==> config.mk <==
export PLATFORM = sky130hd
export DESIGN_NAME = dmem_arbiter
export DESIGN_NICKNAME = d
export VERILOG_FILES = /design/src/rtl/dmem_pkg.sv /design/src/rtl/dmem_rr_pick.sv /design/src/rtl/dmem_arbiter.sv
export SDC_FILE = /design/constraint.sdc
export NUM_CORES = 1
export LEC_CHECK = 0
export CORE_ASPECT_RATIO = 1.1
export CORE_MARGIN = 2
export CORE_UTILIZATION = 26
export CTS_CLUSTER_DIAMETER = 100
export CTS_CLUSTER_SIZE = 30
export DETAILED_ROUTE_END_ITERATION = 10
export PLACE_DENSITY = 0.91
export SLEW_MARGIN = 20
export SYNTH_ARGS = -nofsm -noshare
export SYNTH_HDL_FRONTEND = slang
export SYNTH_SLANG_ARGS = --single-unit
==> constraint.sdc <==
create_clock -name clk -period 5.5 [get_ports clk]
set_clock_uncertainty 0.1 [all_clocks]
set_input_delay 1.375 -clock clk [delete_from_list [all_inputs] [get_ports clk]]
set_output_delay 1.375 -clock clk [all_outputs]
set_load 0.02 [all_outputs]
==> src/rtl/dmem_pkg.sv <==
// dmem_pkg: shared FSM state type and default sizes for the data-memory arbiter
package dmem_pkg;
  localparam int ADDR_W = 7;
  localparam int DATA_W = 32;
  localparam int MAX_BURST = 8;
  typedef enum logic [1:0] {IDLE, OWN0, OWN1} state_e;
endpackage

==> src/rtl/dmem_rr_pick.sv <==
// dmem_rr_pick: two-way winner select; ports valid_i, state_i, last_grant_i in, win_o (winning port index) out
module dmem_rr_pick (
  input  logic [1:0] valid_i,
  input  logic [1:0] state_i,
  input  logic       last_grant_i,
  output logic       win_o
);
  import dmem_pkg::*;
  // An owner keeps the port while it stays valid; otherwise a tie goes to the port not served last.
  always_comb
    win_o = (state_i == OWN0 && valid_i[0]) ? 1'b0 :
            (state_i == OWN1 && valid_i[1]) ? 1'b1 :
            (&valid_i) ? ~last_grant_i : valid_i[1];
endmodule

==> src/rtl/dmem_arbiter.sv <==
// dmem_arbiter: two-port single-SRAM arbiter with locked bursts; ports req_* in, req_ready/rsp_* out, SRAM CEN/WEN/A/D/OEN out, Q in
module dmem_arbiter #(
  parameter int ADDR_W = dmem_pkg::ADDR_W,
  parameter int DATA_W = dmem_pkg::DATA_W,
  parameter int MAX_BURST = dmem_pkg::MAX_BURST
) (
  input  logic              clk,
  input  logic              rst_n,
  input  logic [1:0]        req_valid,
  input  logic [1:0]        req_we,
  input  logic [1:0]        req_lock,
  input  logic [ADDR_W-1:0] req_addr0,
  input  logic [ADDR_W-1:0] req_addr1,
  input  logic [DATA_W-1:0] req_wdata0,
  input  logic [DATA_W-1:0] req_wdata1,
  output logic [1:0]        req_ready,
  output logic [1:0]        rsp_valid,
  output logic [DATA_W-1:0] rsp_rdata,
  output logic              CEN,
  output logic              WEN,
  output logic [ADDR_W-1:0] A,
  output logic [DATA_W-1:0] D,
  output logic              OEN,
  input  logic [DATA_W-1:0] Q
);
  import dmem_pkg::*;
  localparam int CW = $clog2(MAX_BURST + 1);
  state_e state_q, state_d, own;
  logic last_q, last_d, rd_q, rd_d, win, acc, hold;
  logic [1:0] pend_q, pend_d;
  logic [CW-1:0] cnt_q, cnt_d, cnt_inc;
  dmem_rr_pick u_pick (
    .valid_i(req_valid),
    .state_i(state_q),
    .last_grant_i(last_q),
    .win_o(win)
  );
  // The winner is always a valid port, so any valid request means an acceptance; reset masks the combinational path.
  always_comb begin
    acc = rst_n & (|req_valid);
    req_ready = acc ? (win ? 2'b10 : 2'b01) : 2'b00;
    CEN = ~acc;
    WEN = acc ? ~req_we[win] : 1'b1;
    A = acc ? (win ? req_addr1 : req_addr0) : '0;
    D = acc ? (win ? req_wdata1 : req_wdata0) : '0;
    own = win ? OWN1 : OWN0;
    hold = acc && req_lock[win];
    cnt_inc = cnt_q + 1'b1;
    last_d = acc ? win : last_q;
    state_d = IDLE;
    cnt_d = '0;
    if (hold && state_q != own) begin
      state_d = own;
      cnt_d = CW'(1);
    end else if (hold && cnt_inc != CW'(MAX_BURST)) begin
      state_d = own;
      cnt_d = cnt_inc;
    end
    pend_d = req_ready;
    rd_d = acc && !req_we[win];
  end
  always_ff @(posedge clk or negedge rst_n)
    if (!rst_n) begin
      state_q <= IDLE;
      last_q <= 1'b1;
      cnt_q <= '0;
      pend_q <= '0;
      rd_q <= 1'b0;
    end else begin
      state_q <= state_d;
      last_q <= last_d;
      cnt_q <= cnt_d;
      pend_q <= pend_d;
      rd_q <= rd_d;
    end
  assign rsp_valid = pend_q;
  assign rsp_rdata = (|pend_q && rd_q) ? Q : '0;
  assign OEN = 1'b0;
endmodule
==> Word-level counts from Yosys, hierarchy flattened <==
Index checks and enable logic that the tools add are counted.
{ "totals": {"output_inout_bits": 78, "reg_bits": 10, "elab_cells": 45} }
{ "classes": {"n_reduce_logical": 11, "n_mux": 19, "n_lt_le_gt_ge": 1, "n_bitwise": 4, "add_sub_neg": 1, "eq_ne": 4} }
{ "op_table": {"columns": ["op", "n"], "rows": [
  ["$mux 32", 3],
  ["$mux 7", 2],
  ["$mux 1", 8],
  ["$mux 2", 4],
  ["$mux 4", 2],
  ["$logic_and 1x1->1", 7],
  ["$add 4x1->4 const B", 1],
  ["$ne 4x4->1 const B", 1],
  ["$reduce_or 2->1", 2],
  ["$not 1->1", 3],
  ["$eq 2x1->1 const B", 1],
  ["$eq 2x2->1 const B", 1],
  ["$lt 1x2->1 const B", 1],
  ["$ne 2x2->1", 1],
  ["$reduce_and 2->1", 1],
  ["$and 1x1->1", 1],
  ["$logic_not 1->1", 1]
]} }

==> Depth between registers and ports, before layout <==
{ "depth": {"ltp_word": 10, "depth_mapped": 6, "mapped_depth_nobuf": 4} }

==> By module <==
From an unflattened synthesis, not the netlist that was laid out.
{ "unflattened": {"hier_cells": 178, "hier_area_um2": 1405.1} }
{ "modules_own_cells": {"columns": ["module", "seq_area_each_um2", "area_each_um2", "n_inst", "cells_each"], "rows": [
  ["dmem_arbiter", 251.5, 1371.3, 1, 174],
  ["dmem_rr_pick", 0.0, 33.8, 1, 4]
]} }

==> Worst setup path after synthesis <==
OpenSTA, ideal clock, no wires.
{ "synth_path": {"kind": "input -> output", "start": "input port req_valid[1]", "end": "output port D[21]", "arrival_time_ps": 2344, "stages": 6, "setup_slack_ps": 1681, "required_ps": 4025, "cell_sequence": "buf_2 -> o211a_4 -> buf_6 -> buf_6 -> nand2_1 -> a21oi_1"} }
{ "synth_via": {"elab_chain_cells": 6, "word_cells_on_any_way": 9, "classes_between": "mux: 5; bitwise: 1; reduce/logical: 3"} }
{ "synth_lines": {"columns": ["element", "line", "source"], "rows": [
  ["start, declared", "dmem_arbiter.sv:9", "input logic [1:0] req_valid,"],
  ["$reduce_and 2->1", "dmem_rr_pick.sv:13", "(&valid_i) ? ~last_grant_i : valid_i[1];"],
  ["$mux 1", "dmem_rr_pick.sv:13", null],
  ["$mux 1", "dmem_rr_pick.sv:12", "(state_i == OWN1 && valid_i[1]) ? 1'b1 :"],
  ["$mux 1", "dmem_rr_pick.sv:11", "win_o = (state_i == OWN0 && valid_i[0]) ? 1'b0 :"],
  ["$mux 32", "dmem_arbiter.sv:45", "D = acc ? (win ? req_wdata1 : req_wdata0) : '0;"],
  ["$mux 32 *", "dmem_arbiter.sv:45", null],
  ["end, declared", "dmem_arbiter.sv:22", "output logic [DATA_W-1:0] D,"]
]} }
Mark *: on every way between the ends. The rest lies on a longest branch, timed or not.

==> Worst setup path after layout <==
{ "layout_path": {"start": "input port req_valid[0]", "end": "output port A[0]"} }
{ "layout_via": {"elab_chain_cells": 6, "word_cells_on_any_way": 9, "classes_between": "mux: 5; bitwise: 1; reduce/logical: 3"} }
{ "layout_lines": {"columns": ["element", "line", "source"], "rows": [
  ["$reduce_and 2->1", "dmem_rr_pick.sv:13", null],
  ["$mux 1", "dmem_rr_pick.sv:13", null],
  ["$mux 1", "dmem_rr_pick.sv:12", null],
  ["$mux 1", "dmem_rr_pick.sv:11", null],
  ["$mux 7", "dmem_arbiter.sv:44", "A = acc ? (win ? req_addr1 : req_addr0) : '0;"],
  ["$mux 7 *", "dmem_arbiter.sv:44", null],
  ["end, declared", "dmem_arbiter.sv:21", "output logic [ADDR_W-1:0] A,"]
]} }
Marks and branches as above.

==> summary by stage <==
Outcome
The flow ran to the end, and the final reports show no timing, DRC or antenna violations.

Worst hold path
In this run the worst hold path is classified as register to register.

Layout
The repair_antennas step left the layout with diodes totalling 0. Cells fill 67.4% of the core in the end. The register area is 251 µm². The filler cell count is 422.

The area growth from synthesis to layout is 150%. Summing all multi-input logic gate instances after layout gives 996 µm². The fraction of layout cells with a size suffix above 1 is 3.48%.

After the last flow step, the layout net total stands at 523.

Timing
The slew at the pin closest to its max-slew limit is 0.669 ns. The count of endpoints failing hold in the final timing report is 0. For the finished layout, the period the worst path requires is 5.07 ns. The worst relative slew slack is 55.4%.

The total setup violations reported at the end of the flow is 0. The sum of negative setup slack is 0 ns. Based on the critical path, the design can be clocked at up to 0.197 GHz. The final critical-path share of the clock period is 92.1%. Setup repair after global routing left no endpoint under its margin. The number of max-slew violations in the final report is 0.

Drt
The remaining antenna violation count after routing is 0. Before antenna repair, the detailed router went through 4 iterations. Dividing the detail-routed wire length by the instance count gives 13.2 µm. In the routed design, unresolved DRC markers number 0. In the routed layout, each cell is associated on average with a via count of 4.69. Summing over every cut layer, the via total after detailed routing is 2158. The number of DRC markers after the initial detailed-route iteration is 25. The routed wire length is 6090 µm.

Floorplan
In this run the core area contains 27 standard-cell rows. The die covers 5780 µm². Measured along the y axis, the die boundary spans 79.5 µm. The top-level I/O count is 196. For this configuration, the core starts out at a cell density of 27.0%. The core region is 5000 µm². The horizontal extent of the die is 72.6 µm.

Global routing
Entering global routing, the biggest net connects 42 pins. The leftover overflow at the end of global routing is 0. Global routing consumed, over all layers together, 20.0% of the routing resources.

The first global-routing pass estimated 9430 µm of wire. The number of antenna violations at the first check in global routing was 0. The via count of the first global-routing pass is 2150.

Power and ir drop
VDD sags by at most 0.0804 mV. The design draws 0.436 mW. The static leakage is 1.34 nW. The power density over the cells is 129 nW/µm².

CTS
Clock tree synthesis selected as its root buffer the cell clkbuf_8. Buffers inserted to repair hold after CTS numbered 0. The clock-pin slew on the worst setup and hold paths is 0.05 ns. Once the clock tree was built, the resizer swapped 0 gates to a different size.

After clock tree synthesis, the setup repair step added 0 buffers. The number of buffers created by CTS is 3. The sink count of the clock tree is 10. Clock latency on the worst-skew pair, taken at its later pin, is 0.24 ns. TritonCTS built the clock tree.

The worst-case clock buffer depth is 2. CTS built an H-tree with a depth of 1.

Placed design
During placement, the flow inserted port buffers numbering 194. Routability-driven placement finished with a final weighted congestion of 0.783. The sum of net half-perimeters after detailed placement is 5110 µm.

Run
The tool flagged a number of max-cap violations equal to 0.

Critical path
The critical path arrival is 3.59 ns. The type of the setup path with the least slack is input port to output pin. The worst setup path is captured at an output pin. The worst path required time is 4.03 ns.

The worst setup path is launched from an input port. The biggest fanout along the worst timing path is 31.

Logic synthesis
The gate count of the mapped netlist is 218. Synthesis produced a netlist with a net count of 338. The share of the synthesized area in the top cell type is 23.4%. The cell area that synthesis handed to floorplanning was 1350 µm².

For this run, the register share of the synthesized area comes to 18.7%. Among all flip-flop cells after synthesis, the most frequent one is dfrtp_1. Ranked by total cell area, the synthesized netlist is headed by nand2_1, dfrtp_1, and2_1.

The async set or reset register ratio after synthesis is 100%. The number of flops mapped to enable cells by yosys is 0. The synthesized design contains 10 register bits.

Each instance of the synthesized netlist takes up on average 6.18 µm². The leading area contributor after synthesis is nand2_1. The Yosys step of the flow raised 0 warnings. The number of distinct standard cells referenced by the synthesized netlist is 35.
per-layer routing:
metal / up-vias / wire length [µm] / track usage (%)
li1: 1072 / - / -
met3: 10 / 691 / 5.68
met5: - / 0 / 0
met2: 128 / 3340 / 40.2
met1: 948 / 1970 / 18.9
met4: 0 / 99 / 6.48
area by class of cell:
cell class / instances / share of cell area (%)
repair buffers: 197 / 59.0
multi-input cells: 189 / 29.5
flip-flops and latches: 10 / 7.46
well taps: 58 / 2.15
clock buffers: 4 / 1.63
inverters: 2 / 0.223
final timing paths:
path                              start           end  slack, ns  cells after the start
max                        req_valid[0]          A[0]       0.43                      7
min reg2reg                      last_q        last_q       0.43                      1
max in group asynchronous         rst_n        last_q       3.56                      2
min in group asynchronous         rst_n  rsp_valid[0]       1.52                      2
min                              last_q        last_q       0.43                      1
max reg2reg                      last_q      cnt_q[0]       3.67                      5
cells in the final DEF, fill, tap and decap left out:
| master | instances |
|---|---|
| a2111oi_2 | 1 |
| a211oi_1 | 1 |
| a21o_1 | 1 |
| a21oi_1 | 40 |
| a31o_2 | 1 |
| a31oi_1 | 2 |
| and2_1 | 33 |
| and3b_1 | 1 |
| buf_12 | 2 |
| buf_4 | 1 |
| clkbuf_8 | 4 |
| clkdlybuf4s50_1 | 194 |
| conb_1 | 1 |
| dfrtp_1 | 9 |
| dfstp_2 | 1 |
| ha_1 | 2 |
| inv_1 | 2 |
| mux2i_1 | 1 |
| nand2_1 | 84 |
| nand2b_1 | 1 |
| nand3_1 | 3 |
| nor2_1 | 3 |
| nor2b_1 | 1 |
| nor3_1 | 1 |
| nor3b_1 | 1 |
| nor4b_1 | 1 |
| o211a_4 | 1 |
| o211ai_4 | 1 |
| o21a_1 | 1 |
| o21ai_4 | 1 |
| o21bai_2 | 1 |
| o32ai_1 | 1 |
| or2_1 | 1 |
| xnor2_1 | 1 |
| xor2_1 | 2 |
flip-flops by register name, summed over array words and instances (netlist names):
signal and count:
cnt_q 4, rsp_valid 2, rd_q 1, last_q 1
state_q 2
power breakdown:
| part | switching [mW] | internal, mW | leakage (nW) |
|---|---|---|---|
| sequential | 0.00371 | 0.0783 | 0.132 |
| combinational | 0.112 | 0.149 | 1.18 |
| clock | 0.0299 | 0.0630 | 0.0288 |
per-stage QoR:
stage	setup slack [ns]	hold slack [ns]	std cells	cell area [µm²]
2_1_floorplan	1.68	0.415	218	1350
3_3_place_gp	0.460	0.424	456	3320
3_5_place_dp	0.429	0.430	456	3320
4_1_cts	0.417	0.437	460	3370
5_1_grt	0.268	0.449	460	3370
6_report	0.433	0.435	460	3370
worst max-delay path: stages:
cell	delay (ns)
clkdlybuf4s50_1	0.58
inv_1	0.13
o211ai_4	0.39
buf_12	0.23
nand2_1	0.07
a21oi_1	0.18
clkdlybuf4s50_1	0.63
kinds of logic (layout without fill, tap and decap cells):
kind of cell             Yosys count  in the layout  synth area share, %
AND/OR/NAND/NOR                  130            130                 44.3
AO/OA/AOI/OAI                     52             52                 24.0
buffers and inverters             19            203                 8.26
flip-flops                        10             10                 18.7
XOR/XNOR                           3              3                 1.95
adder cells (fa/ha/maj)            2              2                 1.86
other                              1              1                0.278
multiplexers                       1              1                0.743
Yosys cell counts, types with 2 or more instances:
| master | instances |
|---|---|
| buf_4 | 4 |
| nand2_1 | 84 |
| buf_6 | 2 |
| a31oi_1 | 2 |
| xor2_1 | 2 |
| inv_1 | 2 |
| dfrtp_1 | 9 |
| a21oi_1 | 40 |
| nand3_1 | 3 |
| ha_1 | 2 |
| nor2_1 | 3 |
| clkbuf_1 | 3 |
| buf_2 | 8 |
| and2_1 | 33 |
Power figures use the tool's default switching activity.
